$ cat config.mk
export PLATFORM = sky130hd
export DESIGN_NAME = hex_display_ctrl_flat
export DESIGN_NICKNAME = d
export VERILOG_FILES = /design/src/rtl/hex_display_pkg.sv /design/src/rtl/hex_display_ctrl_if.sv /design/src/rtl/hex_seg_lut.sv /design/src/rtl/hex_display_ctrl.sv /design/src/flat_wrapper.sv
export SDC_FILE = /design/constraint.sdc
export NUM_CORES = 1
export LEC_CHECK = 0
export CAP_MARGIN = 15
export CORE_UTILIZATION = 33
export DETAILED_ROUTE_END_ITERATION = 7
export SYNTH_ARGS = -nofsm -noshare
export SYNTH_HDL_FRONTEND = slang
export SYNTH_HIERARCHICAL = 1
export SYNTH_SLANG_ARGS = --single-unit
export TNS_END_PERCENT = 20
$ cat constraint.sdc
create_clock -name clk -period 4.94 [get_ports clk]
set_input_delay 0.741 -clock clk [delete_from_list [all_inputs] [get_ports clk]]
set_output_delay 0.741 -clock clk [all_outputs]
set_load 0.1 [all_outputs]
$ cat src/rtl/hex_display_pkg.sv
// Shared types and constants for the HEX display controller.
// Slot entries, FSM states and the blank segment pattern.
package hex_display_pkg;

    localparam logic [6:0] SEG_BLANK = 7'b1111111;
    localparam int NUM_DIGITS = 6;

    typedef struct packed {
        logic       blank;
        logic [3:0] value;
    } slot_t;

    typedef enum logic [1:0] {
        IDLE,
        UPDATE,
        SWEEP
    } state_t;

    localparam slot_t SLOT_RST = '{blank: 1'b1, value: 4'h0};

endpackage

$ cat src/rtl/hex_display_ctrl_if.sv
// Write port of the HEX display controller: one slot write per
// valid/ready handshake.
interface hex_display_ctrl_if;

    logic       wr_valid;
    logic       wr_ready;
    logic [2:0] wr_digit;
    logic [3:0] wr_value;
    logic       wr_blank;

    modport master (
        output wr_valid,
        output wr_digit,
        output wr_value,
        output wr_blank,
        input  wr_ready
    );

    modport slave (
        input  wr_valid,
        input  wr_digit,
        input  wr_value,
        input  wr_blank,
        output wr_ready
    );

endinterface

$ cat src/rtl/hex_seg_lut.sv
// Combinational nibble + blank to active-low 7-segment decoder.
// Output bit order is g..a (bit 0 = segment a).
module hex_seg_lut
    import hex_display_pkg::*;
(
    input  logic       blank,
    input  logic [3:0] value,
    output logic [6:0] seg
);

    always_comb begin
        seg = SEG_BLANK;
        if (!blank) begin
            case (value)
                4'h0: seg = 7'b1000000;
                4'h1: seg = 7'b1111001;
                4'h2: seg = 7'b0100100;
                4'h3: seg = 7'b0110000;
                4'h4: seg = 7'b0011001;
                4'h5: seg = 7'b0010010;
                4'h6: seg = 7'b0000010;
                4'h7: seg = 7'b1111000;
                4'h8: seg = 7'b0000000;
                4'h9: seg = 7'b0011000;
                4'hA: seg = 7'b0001000;
                4'hB: seg = 7'b0000011;
                4'hC: seg = 7'b1000110;
                4'hD: seg = 7'b0100001;
                4'hE: seg = 7'b0000110;
                default: seg = 7'b0001110;
            endcase
        end
    end

endmodule

$ cat src/rtl/hex_display_ctrl.sv
// Six-digit HEX sequencer sharing one decoder; writes decode at once,
// periodic sweeps refresh all digits. Optional blink: HEX_BLINK_EN.
module hex_display_ctrl
    import hex_display_pkg::*;
#(
    parameter int REFRESH_DIV = 50_000_000
`ifdef HEX_BLINK_EN
  , parameter int BLINK_DIV = 25_000_000
`endif
) (
    input  logic               clk,
    input  logic               reset,
    hex_display_ctrl_if.slave  bus,
`ifdef HEX_BLINK_EN
    input  logic [5:0]         blink_mask,
`endif
    output logic               sweep_done,
    output logic [6:0]         HEX0,
    output logic [6:0]         HEX1,
    output logic [6:0]         HEX2,
    output logic [6:0]         HEX3,
    output logic [6:0]         HEX4,
    output logic [6:0]         HEX5
);

    localparam int RW = $clog2(REFRESH_DIV);

    state_t      state_q;
    state_t      state_d;
    logic [2:0]  idx_q;
    logic [2:0]  dig_q;
    logic        pend_q;
    logic        ready_q;
    logic        done_q;
    logic [RW-1:0] ref_cnt;
    slot_t       slots_q [NUM_DIGITS];
    logic [6:0]  hex_q   [NUM_DIGITS];

    logic        accept;
    logic        load;
    logic        last;
    logic        wrap;
    logic        toggle;
    logic [2:0]  sel;
    logic        sel_ok;
    slot_t       slot_sel;
    logic        blank_eff;
    logic [6:0]  seg;

    // FSM: state register
    always_ff @(posedge clk or posedge reset) begin
        if (reset) state_q <= IDLE;
        else       state_q <= state_d;
    end

    // FSM: next state; a write in IDLE beats a pending sweep
    always_comb begin
        state_d = state_q;
        unique case (state_q)
            IDLE: begin
                if (bus.wr_valid) state_d = UPDATE;
                else if (pend_q)  state_d = SWEEP;
            end
            UPDATE: state_d = IDLE;
            SWEEP:  if (idx_q == 3'd5) state_d = IDLE;
            default: state_d = IDLE;
        endcase
    end

    // FSM: per-state controls
    always_comb begin
        accept = 1'b0;
        load   = 1'b0;
        last   = 1'b0;
        unique case (state_q)
            IDLE:   accept = bus.wr_valid;
            UPDATE: load = sel_ok;
            SWEEP: begin
                load = sel_ok;
                last = (idx_q == 3'd5);
            end
            default: ;
        endcase
    end

    assign wrap     = (ref_cnt == RW'(REFRESH_DIV - 1));
    assign sel      = (state_q == SWEEP) ? idx_q : dig_q;
    assign sel_ok   = (sel < 3'd6);
    assign slot_sel = sel_ok ? slots_q[sel] : SLOT_RST;

`ifdef HEX_BLINK_EN
    localparam int BW = $clog2(BLINK_DIV);

    logic [BW-1:0] blink_cnt;
    logic          blink_phase;

    assign toggle = (blink_cnt == BW'(BLINK_DIV - 1));

    always_ff @(posedge clk or posedge reset) begin
        if (reset) begin
            blink_cnt   <= '0;
            blink_phase <= 1'b1;
        end else begin
            blink_cnt <= toggle ? '0 : blink_cnt + BW'(1);
            if (toggle) blink_phase <= ~blink_phase;
        end
    end

    assign blank_eff = slot_sel.blank
                     | (sel_ok & blink_mask[sel] & ~blink_phase);
`else
    assign toggle    = 1'b0;
    assign blank_eff = slot_sel.blank;
`endif

    hex_seg_lut u_lut (
        .blank (blank_eff),
        .value (slot_sel.value),
        .seg   (seg)
    );

    always_ff @(posedge clk or posedge reset) begin
        if (reset) begin
            idx_q   <= '0;
            dig_q   <= '0;
            pend_q  <= 1'b0;
            ready_q <= 1'b1;
            done_q  <= 1'b0;
            ref_cnt <= '0;
            for (int i = 0; i < NUM_DIGITS; i++) begin
                slots_q[i] <= SLOT_RST;
                hex_q[i]   <= SEG_BLANK;
            end
        end else begin
            ready_q <= (state_d == IDLE);
            done_q  <= (state_q == SWEEP) && (idx_q == 3'd4);
            idx_q   <= (state_q == SWEEP) ? idx_q + 3'd1 : 3'd0;
            ref_cnt <= wrap ? '0 : ref_cnt + RW'(1);
            if (accept) begin
                dig_q <= bus.wr_digit;
                if (bus.wr_digit < 3'd6)
                    slots_q[bus.wr_digit] <= '{blank: bus.wr_blank,
                                               value: bus.wr_value};
            end
            if (load) hex_q[sel] <= seg;
            // a wrap landing while a sweep is already owed is dropped
            if (last)               pend_q <= 1'b0;
            else if (wrap | toggle) pend_q <= 1'b1;
        end
    end

    assign bus.wr_ready = ready_q;
    assign sweep_done   = done_q;
    assign HEX0 = hex_q[0];
    assign HEX1 = hex_q[1];
    assign HEX2 = hex_q[2];
    assign HEX3 = hex_q[3];
    assign HEX4 = hex_q[4];
    assign HEX5 = hex_q[5];

endmodule

$ cat src/flat_wrapper.sv
// flat-port wrapper written by rule: the top's interface ports become plain ports
module hex_display_ctrl_flat import hex_display_pkg::*;
#(
    parameter int REFRESH_DIV = 50_000_000

)
  (clk, reset, sweep_done, HEX0, HEX1, HEX2, HEX3, HEX4, HEX5, bus_wr_valid, bus_wr_digit, bus_wr_value, bus_wr_blank, bus_wr_ready);
  hex_display_ctrl_if bus_i ();
  input  logic clk;
  input  logic reset;
  output logic sweep_done;
  output logic [6:0] HEX0;
  output logic [6:0] HEX1;
  output logic [6:0] HEX2;
  output logic [6:0] HEX3;
  output logic [6:0] HEX4;
  output logic [6:0] HEX5;
  input wire logic [$bits(bus_i.wr_valid)-1:0] bus_wr_valid;
  input wire logic [$bits(bus_i.wr_digit)-1:0] bus_wr_digit;
  input wire logic [$bits(bus_i.wr_value)-1:0] bus_wr_value;
  input wire logic [$bits(bus_i.wr_blank)-1:0] bus_wr_blank;
  output wire logic [$bits(bus_i.wr_ready)-1:0] bus_wr_ready;
  assign bus_i.wr_valid = bus_wr_valid;
  assign bus_i.wr_digit = bus_wr_digit;
  assign bus_i.wr_value = bus_wr_value;
  assign bus_i.wr_blank = bus_wr_blank;
  assign bus_wr_ready = bus_i.wr_ready;
  hex_display_ctrl #(.REFRESH_DIV(REFRESH_DIV)) u_core (.clk(clk), .reset(reset), .bus(bus_i), .sweep_done(sweep_done), .HEX0(HEX0), .HEX1(HEX1), .HEX2(HEX2), .HEX3(HEX3), .HEX4(HEX4), .HEX5(HEX5));
endmodule
==> qor.tcl <==
set qor(cell_rows) 45
set qor(cpMaxStageDelayCell) {sky130_fd_sc_hd__mux2i_2}
set qor(share_of_layout_cells_above_drive_strength_1) 0.3452
set qor(rsz0062_at_grt) {false}
set qor(max_transition_margin) 0.2520
set qor(core_area_um2) 15310
set qor(postCtsHoldBufs) 0
set qor(first_global_vias) 3479
set qor(cts_resized) 0
set qor(yosys_warnings) 6
set qor(timing.clock.skew_ps) 7.037
set qor(maximum_number_of_pins_on_one_net_before_global_route_repair) 76
set qor(synth_top_cell_area_share) 0.2889
set qor(port-buffer-count) 54
set qor(ys_async_sr_fraction) 1.000
set qor(final.hold.worst_slack_ps) 497.8
set qor(antenna_found_initial) 0
set qor(post_synth_instance_area_um2) 5197
set qor(final-hold-violation-count) 0
set qor(synthTopCellsByCount) {sky130_fd_sc_hd__mux2_2 (77), sky130_fd_sc_hd__dfrtp_1 (60), sky130_fd_sc_hd__dfstp_2 (49)}
set qor(clkSlewWorstSetupHoldPaths_ps) 70
set qor(gr-total-overflow) 0
set qor(ys_types) 52
set qor(initial_utilization) 0.3394
set qor(outcome) {finished clean}
set qor(cts-buffers-inserted) 9
set qor(period_share) 0.8315
set qor(postSynthNetCount) 440
set qor(endpoint_kind) {register}
set qor(routed_wire_length_per_instance_um) 16.05
set qor(clock_latency_ps) 350
set qor(vias_per_cell) 4.994
set qor(hold_path.class) {reg2reg}
set qor(finalSetupViolCount) 0
set qor(die_area_um2) 16260
set qor(drtAntennaViolNets) 0
set qor(most_area_consuming_cells_after_synthesis) {sky130_fd_sc_hd__dfrtp_1 (29%), sky130_fd_sc_hd__dfstp_2 (25%), sky130_fd_sc_hd__mux2_2 (17%)}
set qor(ys.flop_type) {sky130_fd_sc_hd__dfrtp_1}
set qor(clockBufferDepth) 2
set qor(net_count_reported_at_finish) 497
set qor(synth_most_common_cell) {sky130_fd_sc_hd__mux2_2}
set qor(setup_tns_ps) 0
set qor(postSynthRegisterBits) 109
set qor(synth_cells) 416
set qor(post_synth.cell_area_avg_um2) 12.49
set qor(wire_length_of_the_first_global_routing_pass_mm) 18.43
set qor(antenna_cells_inserted) 0
set qor(gp_congestion) 0.7967
set qor(cts_htree_levels) 3
set qor(detailed_place_hpwl_mm) 7.612
set qor(timing.critical_path.required_ps) 5240
set qor(crit_chain) {inv_1 > ha_1 > mux2i_2 > mux2_2 > a21oi_1 > a221oi_1 > inv_1 > ha_1 > nor2b_1 > a21oi_1 > o21ai_0 > mux2_2}
set qor(maxSlewViolCount) 0
set qor(dieWidth_um) 127.5
set qor(globalRouteTotalUtil) 0.1482
set qor(die_y_um) 127.5
set qor(max_freq_mhz) 243.5
set qor(cpPeakStageDelay_ps) 670
set qor(max_cap_violations) 0
set qor(worst_setup_path_start_kind) {register}
set qor(r2r_setup_slack_ps) 830
set qor(drt_iter0_drc) 152
set qor(synth-edff-count) 0
set qor(vias) 3441
set qor(ios) 55
set qor(cts_tree) {built}
set qor(fin_crit_ps) 4108
set qor(tritoncts_num_sinks) 109
set qor(clockRootBuffer) {sky130_fd_sc_hd__clkbuf_16}
set qor(cell_accounting_for_the_most_synthesized_area) {sky130_fd_sc_hd__dfrtp_1}
set qor(syn_to_final_growth_pct) 20.65
set qor(cts_setup_buffers) 0
set qor(detail_route.wirelength_mm) 11.06
set qor(critical_path.max_fanout) 13
set qor(synth-seq-area-share) 0.5366
set qor(worst-setup-path-type) {reg2reg}
set qor(drt_first_pass_iters) 4
set qor(remaining_drc_errors) 0
set qor(arrival_ps) 4400
set qor(timing_worst_slew_pin_value_ps) 1114
[registers in the layout (all words and copies together), names as in the netlist]
| signal | count |
|---|---|
| u_core/HEX2 | 7 |
| u_core/bus.wr_ready | 1 |
| u_core/idx_q | 3 |
| u_core/HEX4 | 7 |
| u_core/HEX3 | 7 |
| u_core/HEX1 | 7 |
| u_core/HEX0 | 7 |
| u_core/pend_q | 1 |
| u_core/HEX5 | 7 |
| u_core/sweep_done | 1 |
| u_core/state_q | 2 |
| u_core/slots_q | 30 |
| u_core/ref_cnt | 26 |
| u_core/dig_q | 3 |
[final timing paths]
kind | start | end | cells past startpoint
setup / recovery | u_core/state_q[0]$_DFF_PP0_ | u_core/HEX5[1]$_DFFE_PP1P_ | 12
hold / removal | u_core/ref_cnt[6]$_DFF_PP0_ | u_core/ref_cnt[6]$_DFF_PP0_ | 1
setup reg to reg | u_core/state_q[0]$_DFF_PP0_ | u_core/HEX5[1]$_DFFE_PP1P_ | 12
hold reg to reg | u_core/ref_cnt[6]$_DFF_PP0_ | u_core/ref_cnt[6]$_DFF_PP0_ | 1
max in group asynchronous | reset | u_core/HEX4[2]$_DFFE_PP1P_ | 3
min in group asynchronous | reset | u_core/ref_cnt[14]$_DFF_PP0_ | 2
[metal layers]
| metal | share of wire | vias up | wire, um | GRT usage |
|---|---|---|---|---|
| met4 | 0.015 | 0 | 162 | 0.05182 |
| met3 | 0.026 | 12 | 282 | 0.03476 |
| met5 | 0 | - | 0 | 0 |
| met1 | 0.46 | 1759 | 5123 | 0.1938 |
| li1 | - | 1623 | - | - |
| met2 | 0.50 | 47 | 5488 | 0.2404 |
[kinds of logic after synthesis]
kind of cell	Yosys count	share of synthesized area
compound gates	54	0.07030
xor+xnor	14	0.02359
fa+ha+maj	13	0.03130
buf+inv	28	0.02575
flops	109	0.5366
mux	91	0.1947
simple gates	107	0.1177
[area by class of cell]
class	instances	area [um^2]
fillers	1460	9044
inverters	14	55.05
flip-flops and latches	109	2789
repair buffers	60	585.6
clock buffers	10	229.0
multi-input cells	279	2285
clock inverters	6	63.81
well taps	211	264.0
[per-stage QoR]
step | std cells | worst slack (ps) | instance area, um^2 | util
4_1_cts | 689 | 848.8 | 6271 | 0.4095
6_report | 689 | 832.5 | 6271 | 0.4095
3_5_place_dp | 673 | 876.0 | 5978 | 0.3904
5_1_grt | 689 | 356.2 | 6271 | 0.4095
2_1_floorplan | 416 | 1406 | 5197 | -
3_3_place_gp | 673 | 1103 | 5978 | 0.3904
[critical path, delay by kind of cell, from the launching register on]
kind	cells	cell delay [ps]
simple gates	1	180
fa+ha+maj	2	770
compound gates	4	1150
mux	3	1220
buf+inv	2	340
flops	1	380
[cells in the final DEF, fill, tap and decap left out, drive strengths merged, types with 4 or more instances in the layout]
cell type and n:
nand4 4, or4 10, nor4 4, mux2 78, clkbuf 10, dfstp 49
nand3 16, mux2i 13, a221oi 5, o31ai 9, nor2b 7, clkdlybuf4s50 54
a21oi 19, dfrtp 60, xor2 11, ha 13, buf 6, nand2 18
o21ai 7, nor3 4, inv 14, or3 4, nand3b 4, nor2 22
Power is not shown: default switching activity piles up to over one toggle a cycle in this logic, so the estimate is an artifact.
==> variant, RTL diff (same flow settings) <==
`REFRESH_DIV` is set to 50_000_000 in 2 places; all go to 25_000_000.
--- a/src/rtl/hex_display_ctrl.sv
+++ b/src/rtl/hex_display_ctrl.sv
@@ -3,7 +3,7 @@
 module hex_display_ctrl
     import hex_display_pkg::*;
 #(
-    parameter int REFRESH_DIV = 50_000_000
+    parameter int REFRESH_DIV = 25_000_000
 `ifdef HEX_BLINK_EN
   , parameter int BLINK_DIV = 25_000_000
 `endif
--- a/src/flat_wrapper.sv
+++ b/src/flat_wrapper.sv
@@ -1,7 +1,7 @@
 // flat-port wrapper written by rule: the top's interface ports become plain ports
 module hex_display_ctrl_flat import hex_display_pkg::*;
 #(
-    parameter int REFRESH_DIV = 50_000_000
+    parameter int REFRESH_DIV = 25_000_000
 
 )
   (clk, reset, sweep_done, HEX0, HEX1, HEX2, HEX3, HEX4, HEX5, bus_wr_valid, bus_wr_digit, bus_wr_value, bus_wr_blank, bus_wr_ready);
Formal check against the unedited RTL: no difference found for any inputs over 4 cycles, from zero or initial values and one cycle with reset high; that may be too few to reach the edited logic, so the function may still have changed.
==> variant against the unedited design <==
  * Sequential cell count down 1
  * Final area up 0.52%
  * Area after synthesis up 1.5%
  * Setup slack better by 0.026 ns
  * Largest cell class unchanged
  * Routed wire length down 1.2%
  * Critical path type unchanged
Power is not shown: default switching activity piles up to over one toggle a cycle in this logic, so the estimate is an artifact.
==> variant: results (changes against the unedited design) <==
outcome:
  outcome: "finished clean"
hold_path:
  min_to: "u_core/slots_q[6]"
  hp-start: "u_core/slots_q[6]"
  min_path_type: "reg2reg"
  hold_path_depth: 1  # unchanged
grt:
  met2_usage_pct: 23.2  # -0.80 points
  grt_pass1_vias: 3313  # -4.8%
  grt_max_degree: 74  # -2.6%
  grt_use_met1_pct: 18.0  # -1.4 points
  grt_use_total_pct: 14.2  # -0.62 points
  grtUsageMet3_pct: 4.86  # +1.4 points
  grt_pass1_wl_um: 17800  # -3.7%
  antenna_found_initial: 0  # unchanged
placement:
  dpl-instance-area_um2: 6000  # +0.40%
  dp_hpwl_um: 7620  # +0.12%
  gp_congestion: 0.846  # +6.1%
  io_buffers: 54  # unchanged
layout:
  n_fill_cell: 1457  # -0.21%
  n_antenna_cell: 0  # unchanged
  final_nets: 479  # -3.6%
  drive_gt1_share_pct: 29.7  # -4.8 points
  top_register: "u_core/slots_q"
  reg.largest.list: "u_core/slots_q x30, u_core/ref_cnt x25"
clock_network:
  clockBufferDepth: 2  # unchanged
  ctsRootBufferMaster: "clkbuf_16"
  cts_resized: 0  # unchanged
  htree_levels: 3  # unchanged
  insertion_delay_ns: 0.36
  post_cts_buffers: 0  # unchanged
  clk_pin_slew_worst_paths_ns: 0.07  # about the same
  cts_buffers: 9  # unchanged
sta:
  relSlewSlack_pct: 30.0  # +4.8 points
  setup_viol: 0  # unchanged
  fin_worst_skew_ns: 0.0118  # +0.00474 ns
  hold-worst-slack_ns: 0.493  # -0.00499 ns
logic_synthesis:
  muxShareOfSynthArea_pct: 20.6  # +1.1 points
  ys_types: 56  # +7.7%
  synth_compound_area_share_pct: 6.02  # -1.0 points
  syn-num-nets: 423  # -3.9%
  synth_xor_area_share_pct: 2.82  # +0.46 points
  synth_fa_ha_area_share_pct: 2.85  # -0.28 points
  synth-async-reset-ratio_pct: 100  # unchanged
  synth_common_cells: "59 x dfrtp_1, 49 x dfstp_2, 34 x mux2_2"
  synth_warnings: 6  # unchanged
  ys_top_cells_by_area: "dfrtp_1 28%, dfstp_2 24%, mux2_2 7.3%, mux2_1 6.2%, mux2_4 4.3%"
  yosysSeqAreaShare_pct: 52.4  # -1.3 points
setup_path:
  arrival_ns: 4.38  # -0.02 ns
  timing.rr.end: "u_core/HEX0[1]"
  reg2reg_slack_ns: 0.86  # +0.03 ns
  r2r_start: "u_core/state_q[0]"
  crit_fanout: 20  # +7
  worst_r2r_path_depth: 13  # +1
drt:
  drt_iter0_markers: 153  # +0.66%
  wl_per_cell_um: 16.2  # +1.3%
  firstDrtPassIters: 4  # unchanged
  vias: 3236  # -6.0%
-- variant: changes by cell type in the layout (fill, tap and decap cells not counted), moves of 4 or more --
cell     before  now
mux2_4        1   15
or4_4         4    0
mux2_2       77   34
mux2_1        0   29
xnor2_1       3    8
nand4_1       4   10
nor2_1       22   18
o31ai_1       9    3
nand3_1      15    9
-- variant: metal layers --
metal	vias to the layer above	part of all wire (%)
met1	1635	47
met3	10	4.0
li1	1551	-
met2	40	48
met5	-	0
met4	0	1.0
-- variant: worst max-delay path by stage --
| stage | slack [ns] | cells after the start | to | start |
|---|---|---|---|---|
| final | 0.86 | 13 | u_core/HEX0[1] | u_core/state_q[0] |
| after global routing | 0.40 | 13 | u_core/HEX0[1] | u_core/state_q[0] |
| after CTS | 0.82 | 13 | u_core/HEX0[1] | u_core/state_q[0] |
| after detailed placement | 0.82 | 13 | u_core/HEX0[1] | u_core/state_q[0] |
| after global placement | 1.08 | 13 | u_core/HEX4[3] | u_core/state_q[0] |
| after floorplan | 1.43 | 1 | u_core/dig_q[0] | reset |
-- variant: final cells by class --
type | instances | share of cell area (%)
clock buffers | 10 | 3.97
clock inverters | 6 | 0.814
inverters | 11 | 0.695
multi-input cells | 268 | 37.4
flip-flops and latches | 108 | 43.8
well taps | 211 | 4.19
repair buffers | 58 | 9.05
-- variant: logic make-up (layout without fill, tap and decap cells) --
group | Yosys count | count (layout)
buffers and inverters | 24 | 85
and+or+nand+nor | 102 | 102
AOI/OAI and AO/OA | 46 | 46
xor gates and xnor gates | 17 | 17
adders and majority gates | 12 | 12
DFF | 108 | 108
muxes | 91 | 91
-- variant: through the flow --
step / utilization (%) / setup slack, ns / cells
2_1_floorplan: - / 1.43 / 400
3_3_place_gp: 38.9 / 1.08 / 656
3_5_place_dp: 38.9 / 0.818 / 656
4_1_cts: 40.9 / 0.817 / 672
5_1_grt: 40.9 / 0.405 / 672
6_report: 40.9 / 0.859 / 672
-- variant: worst max-delay path, stage by stage (launching register included) --
cell      delay [ns]
dfrtp_1         0.39
inv_1           0.11
ha_1            0.51
mux2i_2         0.26
buf_4           0.33
mux2_2          0.22
a21oi_1         0.07
a221oi_1        0.57
inv_1           0.23
ha_1            0.35
nor2b_1         0.16
a21oi_1         0.05
o21ai_0         0.50
mux2_2          0.26
